--- config.mk ---
export PLATFORM = sky130hd
export DESIGN_NAME = uart_rx_manch_flat
export DESIGN_NICKNAME = d
export VERILOG_FILES = /design/src/rtl/uart_rx_manch_if.sv /design/src/rtl/uart_rx_manch.sv /design/src/flat_wrapper.sv
export SDC_FILE = /design/constraint.sdc
export NUM_CORES = 1
export LEC_CHECK = 0
export BUFFER_PORTS_ARGS = -buffer_cell sky130_fd_sc_hd__buf_2
export CORE_MARGIN = 2
export CORE_UTILIZATION = 35
export DETAILED_ROUTE_END_ITERATION = 7
export GPL_ROUTABILITY_DRIVEN = 0
export PLACE_DENSITY_LB_ADDON = 0.12
export SKIP_LAST_GASP = 1
export SYNTH_ARGS = -nofsm -noshare
export SYNTH_HDL_FRONTEND = slang
export SYNTH_SLANG_ARGS = --single-unit
--- constraint.sdc ---
create_clock -name clk -period 5.9 [get_ports clk]
set_clock_uncertainty 0.05 [all_clocks]
set_input_delay 1.18 -clock clk [delete_from_list [all_inputs] [get_ports clk]]
set_output_delay 1.18 -clock clk [all_outputs]
set_load 0.02 [all_outputs]
--- src/rtl/uart_rx_manch_if.sv ---
// Ready/valid handshake carrying received words from uart_rx_manch to its consumer.
interface uart_rx_manch_if #(
  parameter int DATA_BITS = 8
);
  logic [DATA_BITS-1:0] rx_data;
  logic                 rx_valid;
  logic                 rx_ready;

  modport master (output rx_data, output rx_valid, input rx_ready);
  modport slave  (input rx_data, input rx_valid, output rx_ready);
endinterface

--- src/rtl/uart_rx_manch.sv ---
// Manchester-coded UART receiver: two samples per bit, coding/stop checks, ready/valid output.
// Optional MANCH_RESYNC_EN: realign sampling on each mid-bit transition of the data bits.
module uart_rx_manch #(
  parameter int DATA_BITS = 8,
  parameter int STOP_BITS = 1,
  parameter int BAUDRATE  = 115200,
  parameter int CLK_FREQ  = 18_750_000
) (
  input  logic            clk,
  input  logic            reset,
  input  logic            rx,
  uart_rx_manch_if.master bus,
  output logic            busy,
  output logic            err_manch,
  output logic            err_frame,
  output logic            err_overrun
);
  localparam int FULLBAUD = CLK_FREQ / BAUDRATE;
  localparam int HALFBAUD = FULLBAUD / 2;
  localparam int QUARTER  = HALFBAUD / 2;

  typedef enum logic [2:0] {IDLE_S, START_S, DATA_S, STOP_S, DONE_S} state_t;

  state_t               state_reg, state_next;
  logic [1:0]           sync_reg;
  logic                 rs;
  logic                 rs_d_reg;
  logic [31:0]          cnt_reg, cnt_next;
  logic [31:0]          lim;
  logic                 sample;
  logic                 half_reg, half_next;
  logic [3:0]           bit_cnt_reg, bit_cnt_next;
  logic                 a_reg, a_next;
  logic [DATA_BITS-1:0] shift_reg, shift_next;
  logic                 manch_flag_reg, manch_flag_next;
  logic                 stop_flag_reg, stop_flag_next;
  logic [DATA_BITS-1:0] rx_data_reg, rx_data_next;
  logic                 rx_valid_reg, rx_valid_next;
  logic                 err_manch_reg, err_manch_next;
  logic                 err_frame_reg, err_frame_next;
  logic                 err_overrun_reg, err_overrun_next;
`ifdef MANCH_RESYNC_EN
  logic                 resynced_reg, resynced_next;
`endif

  assign rs = sync_reg[1];

  // The first start sample sits a quarter bit in; every later one is a half bit apart.
  assign lim    = (state_reg == START_S && !half_reg) ? 32'(QUARTER - 1) : 32'(HALFBAUD - 1);
  assign sample = (cnt_reg == lim);

  always_ff @(posedge clk) begin
    if (reset) begin
      sync_reg        <= 2'b11;
      rs_d_reg        <= 1'b1;
      state_reg       <= IDLE_S;
      cnt_reg         <= '0;
      half_reg        <= 1'b0;
      bit_cnt_reg     <= '0;
      a_reg           <= 1'b0;
      shift_reg       <= '0;
      manch_flag_reg  <= 1'b0;
      stop_flag_reg   <= 1'b0;
      rx_data_reg     <= '0;
      rx_valid_reg    <= 1'b0;
      err_manch_reg   <= 1'b0;
      err_frame_reg   <= 1'b0;
      err_overrun_reg <= 1'b0;
`ifdef MANCH_RESYNC_EN
      resynced_reg    <= 1'b0;
`endif
    end else begin
      sync_reg        <= {sync_reg[0], rx};
      rs_d_reg        <= rs;
      state_reg       <= state_next;
      cnt_reg         <= cnt_next;
      half_reg        <= half_next;
      bit_cnt_reg     <= bit_cnt_next;
      a_reg           <= a_next;
      shift_reg       <= shift_next;
      manch_flag_reg  <= manch_flag_next;
      stop_flag_reg   <= stop_flag_next;
      rx_data_reg     <= rx_data_next;
      rx_valid_reg    <= rx_valid_next;
      err_manch_reg   <= err_manch_next;
      err_frame_reg   <= err_frame_next;
      err_overrun_reg <= err_overrun_next;
`ifdef MANCH_RESYNC_EN
      resynced_reg    <= resynced_next;
`endif
    end
  end

  always_comb begin
    state_next       = state_reg;
    cnt_next         = cnt_reg + 32'd1;
    half_next        = half_reg;
    bit_cnt_next     = bit_cnt_reg;
    a_next           = a_reg;
    shift_next       = shift_reg;
    manch_flag_next  = manch_flag_reg;
    stop_flag_next   = stop_flag_reg;
    rx_data_next     = rx_data_reg;
    rx_valid_next    = rx_valid_reg;
    err_manch_next   = 1'b0;
    err_frame_next   = 1'b0;
    err_overrun_next = 1'b0;
`ifdef MANCH_RESYNC_EN
    resynced_next    = resynced_reg;
`endif

    if (rx_valid_reg && bus.rx_ready) rx_valid_next = 1'b0;

    case (state_reg)
      IDLE_S: begin
        cnt_next     = '0;
        half_next    = 1'b0;
        bit_cnt_next = '0;
        if (rs_d_reg && !rs) state_next = START_S;
      end
      START_S: begin
        if (sample) begin
          cnt_next = '0;
          if (!half_reg) begin
            // A line that is high again at the first centre was only a glitch.
            if (rs) state_next = IDLE_S;
            else    half_next  = 1'b1;
          end else if (!rs) begin
            state_next     = IDLE_S;
            err_frame_next = 1'b1;
          end else begin
            state_next   = DATA_S;
            half_next    = 1'b0;
            bit_cnt_next = '0;
          end
        end
      end
      DATA_S: begin
        if (sample) begin
          cnt_next = '0;
          if (!half_reg) begin
            a_next    = rs;
            half_next = 1'b1;
`ifdef MANCH_RESYNC_EN
            resynced_next = 1'b0;
`endif
          end else begin
            half_next  = 1'b0;
            shift_next = {a_reg, shift_reg[DATA_BITS-1:1]};
            if (a_reg == rs) manch_flag_next = 1'b1;
            if (bit_cnt_reg == 4'(DATA_BITS - 1)) begin
              state_next   = STOP_S;
              bit_cnt_next = '0;
            end else begin
              bit_cnt_next = bit_cnt_reg + 4'd1;
            end
          end
        end
`ifdef MANCH_RESYNC_EN
        // Mid-bit transition near where it is expected: put sample b a quarter bit past it.
        else if (half_reg && !resynced_reg && (rs != rs_d_reg) && cnt_reg <= 32'(2 * QUARTER)) begin
          cnt_next      = 32'(HALFBAUD - QUARTER);
          resynced_next = 1'b1;
        end
`endif
      end
      STOP_S: begin
        if (sample) begin
          cnt_next = '0;
          if (!rs) stop_flag_next = 1'b1;
          if (bit_cnt_reg == 4'(2 * STOP_BITS - 1)) begin
            state_next   = DONE_S;
            bit_cnt_next = '0;
          end else begin
            bit_cnt_next = bit_cnt_reg + 4'd1;
          end
        end
      end
      DONE_S: begin
        state_next = IDLE_S;
        if (stop_flag_reg) begin
          err_frame_next = 1'b1;
        end else if (rx_valid_reg && !bus.rx_ready) begin
          err_overrun_next = 1'b1;
        end else begin
          // Loading here overrides a same-cycle accept, so valid stays up with the new word.
          rx_data_next  = shift_reg;
          rx_valid_next = 1'b1;
        end
        if (manch_flag_reg) err_manch_next = 1'b1;
        manch_flag_next = 1'b0;
        stop_flag_next  = 1'b0;
      end
      default: state_next = IDLE_S;
    endcase
  end

  assign bus.rx_data  = rx_data_reg;
  assign bus.rx_valid = rx_valid_reg;
  assign busy         = (state_reg != IDLE_S);
  assign err_manch    = err_manch_reg;
  assign err_frame    = err_frame_reg;
  assign err_overrun  = err_overrun_reg;
endmodule
--- src/flat_wrapper.sv ---
// flat-port wrapper written by rule: the top's interface ports become plain ports
module uart_rx_manch_flat 
#(
  parameter int DATA_BITS = 8,
  parameter int STOP_BITS = 1,
  parameter int BAUDRATE  = 115200,
  parameter int CLK_FREQ  = 18_750_000
)
  (clk, reset, rx, busy, err_manch, err_frame, err_overrun, bus_rx_data, bus_rx_valid, bus_rx_ready);
  uart_rx_manch_if #(.DATA_BITS(DATA_BITS)) bus_i ();
  input  logic clk;
  input  logic reset;
  input  logic rx;
  output logic busy;
  output logic err_manch;
  output logic err_frame;
  output logic err_overrun;
  output wire logic [$bits(bus_i.rx_data)-1:0] bus_rx_data;
  output wire logic [$bits(bus_i.rx_valid)-1:0] bus_rx_valid;
  input wire logic [$bits(bus_i.rx_ready)-1:0] bus_rx_ready;
  assign bus_rx_data = bus_i.rx_data;
  assign bus_rx_valid = bus_i.rx_valid;
  assign bus_i.rx_ready = bus_rx_ready;
  uart_rx_manch #(.DATA_BITS(DATA_BITS), .STOP_BITS(STOP_BITS), .BAUDRATE(BAUDRATE), .CLK_FREQ(CLK_FREQ)) u_core (.clk(clk), .reset(reset), .rx(rx), .bus(bus_i), .busy(busy), .err_manch(err_manch), .err_frame(err_frame), .err_overrun(err_overrun));
endmodule
==> reports/results.ini <==
[final_layout]
n_antenna_cell = 0
drive_gt1_share_pct = 14.61
fin_area_mm2 = 0.003465
largest_reg_flops = 32
final_nets = 358
area_delta_synth_final_pct = 11.52
seq_area_mm2 = 0.001321
multiInputGateArea_mm2 = 0.001654
fill_cells = 880

[placement]
io_buffers = 16
place_area_mm2 = 0.003239
dp_slack_ns = 2.926
dp_hpwl_um = 4157

[pwr]
p_leak_nw = 1.245
p_int_w = 0.0007700
power_frac_comb_pct = 16.4
ir_drop_uv = 146.7
pwr-share-clk_pct = 39.0
swShare_pct = 29.99
switching_power_w = 0.0003299
power_density_mw_per_mm2 = 317.5
power_w = 0.001100
pwr-share-seq_pct = 44.5

[global_route]
grt_pass1_vias = 2358
grt_max_degree = 64
antenna_found_initial = 0
overflow = 0
grt_pass1_wl_um = 11230
grt_use_total_pct = 14.02

[clock_tree]
clk_pin_slew_ns = 0.08
cts_root_buf = clkbuf_8
cts_hold_buffers = 0
clockBufferDepth = 2
htreeDepth = 3
ctsResizeCount = 0
post_cts_buffers = 0
cts_tree = built
cts.sinks = 66
cts_made_buffers = 9
clock_latency_ns = 0.34

[setup_path]
cp_num_buf_inv = 1
path_cells = or4b_4 -> or4_4 -> a211o_4 -> a21oi_2 -> buf_4 -> nor3_1
end_kind = register
crit_path_start_kind = register
crit_type = register to register
worstPathArrival_ns = 3.13
crit_slowest_cell = dfxtp_1
cp.required_ns = 6.04
crit_fanout = 32
slowest_delay_ns = 0.71
cp_top_family = simple AND/OR/NAND/NOR gates

[yosys]
synthDistinctLibCells = 52
synthMuxAreaShare_pct = 5.961
synth_compound_area_share_pct = 8.901
avgSynthCellArea_um2 = 8.979
synth_nets = 353
yosysWarnings = 0
synthFlopType = dfxtp_1
synth_simple_gate_area_share_pct = 28.07
yosysSeqAreaShare_pct = 42.53
synth_area_mm2 = 0.003107
synth_edf_count = 0
yosys.area.top_type_share_pct = 42.53
synthArstFlopShare_pct = 0
syn_inst = 346
synth_top_family_by_area = simple AND/OR/NAND/NOR gates
ys_seq_elements = 66
synth_top_cell_by_area = dfxtp_1
synth_xor_xnor_area_share_pct = 8.739
yosys.area_share.adder_pct = 1.571
netlist_top_cells_area = dfxtp_1 (43%), nor3_1 (7.1%), mux2i_1 (5.5%)

[floorplanning]
die_y_um = 98.22
fp.dieArea_mm2 = 0.009646
start_util_pct = 35.80
core_mm2 = 0.008678
placementRows = 34
boundaryPins = 17
fp.dieW_um = 98.22

[drt]
drt-total-wl_um = 6540
drcViolationCount = 0
drt_iter0_drc = 80
vias = 2451
wl_per_cell_um = 14.09
ant_nets = 0
vias_per_cell = 5.282
drtPass1Iterations = 4

[timing]
slew_headroom_pct = 55.75
holdWs_ns = 0.3605
tightest_slew_ns = 0.6638
finalSetupTns_ns = 0
finalSetupViolations = 0
rsz0062_at_grt = no
finalCritPeriodShare_pct = 50.66
fin_crit_ns = 2.989
hold_viol = 0
setup_slack_ns = 2.911
fmax_mhz = 334.6
slew_viol_final = 0

[job]
max_cap_violations = 0

[hold_path]
hold_path.class = register to register

[outcome]
outcome = completed

==> path summary, 6_finish.rpt <==
| kind | endpoint | from | cells after the start | slack (ns) |
|---|---|---|---|---|
| worst max register to register | u_core.cnt_reg[28]$_SDFF_PP0_ | u_core.state_reg[0]$_SDFFE_PP0P_ | 6 | 2.91 |
| worst min-delay path | u_core.sync_reg[1]$_SDFF_PP1_ | u_core.sync_reg[0]$_SDFF_PP1_ | 1 | 0.36 |
| worst min register to register | u_core.sync_reg[1]$_SDFF_PP1_ | u_core.sync_reg[0]$_SDFF_PP1_ | 1 | 0.36 |
| worst max-delay path | u_core.cnt_reg[28]$_SDFF_PP0_ | u_core.state_reg[0]$_SDFFE_PP0P_ | 6 | 2.91 |
==> layout by cell type (no fill, tap or decap), types with 3 or more instances in the layout <==
cell	n
nand2_1	13
nor4_1	9
nor3_1	44
a21oi_1	11
nand2b_1	4
ha_1	3
nand4_1	18
xnor2_1	16
or2_2	6
and3_1	6
mux2i_1	17
dfxtp_1	66
nand3_1	12
inv_1	7
clkbuf_8	9
xor2_1	15
nor2_1	26
and2_1	4
a21o_1	3
and4_1	5
buf_4	3
buf_2	16
==> through the flow <==
step                      utilization (%)  cells
after global routing                39.92    464
after CTS                           39.92    464
after floorplan                         -    346
after global placement              37.33    448
final                               39.92    464
after detailed placement            37.33    448
==> worst reg2reg max path: cells and delay by family (launching register included) <==
family | cells | cell delay (ns)
AND/OR/NAND/NOR | 3 | 1.20
AO/OA/AOI/OAI | 2 | 0.54
flip-flops | 1 | 0.71
buffers and inverters | 1 | 0.34
==> power groups by stage <==
stage	logic, W	clock network, W	registers (W)
CTS	0.000183	0.000442	0.000489
detailed placement	0.000183	0	0.000500
global route	0.000201	0.000461	0.000495
global placement	0.000186	0	0.000500
floorplan	0.000173	0	0.000476
finish	0.000181	0.000429	0.000490
==> kinds of logic after synthesis <==
kind of cell	count (synthesis)
xor+xnor	31
buf+inv	32
fa+ha+maj	4
compound gates	36
simple gates	159
flops	66
mux	18
==> routing by layer <==
| layer | up-vias | GRT usage [%] | share of wire (%) |
|---|---|---|---|
| li1 | 1263 | - | - |
| met1 | 1136 | 18.69 | 50 |
| met2 | 46 | 22.34 | 46 |
| met3 | 6 | 4.080 | 3.5 |
| met4 | 0 | 3.793 | 0.81 |
| met5 | - | 0 | 0 |
==> synthesized netlist by cell type (2+ instances only) <==
| library cell | count |
|---|---|
| or3b_2 | 2 |
| dfxtp_1 | 66 |
| nand2_1 | 13 |
| a211oi_2 | 2 |
| or2_2 | 6 |
| and3_1 | 6 |
| a21oi_1 | 11 |
| nand2b_1 | 4 |
| ha_1 | 3 |
| and4_1 | 5 |
| nand3_1 | 12 |
| a211oi_1 | 2 |
| a21o_1 | 3 |
| a221oi_1 | 2 |
| nor3b_1 | 2 |
| and2_1 | 4 |
| clkbuf_1 | 20 |
| o21ai_0 | 2 |
| xnor2_1 | 16 |
| o211ai_1 | 2 |
| mux2i_1 | 17 |
| nor3_1 | 44 |
| nand4_1 | 18 |
| nor2_1 | 26 |
| inv_1 | 7 |
| nor4_1 | 9 |
| buf_2 | 3 |
| xor2_1 | 15 |
==> layout make-up <==
class	instances	area share (%)
clock buffer	9	3.575
inverter	7	0.7584
multi-input combinational	248	47.74
sequential	66	38.14
tap	108	3.900
timing repair buffer	19	2.961
clock inverter	7	2.925
(Power assumes the default switching activity.)
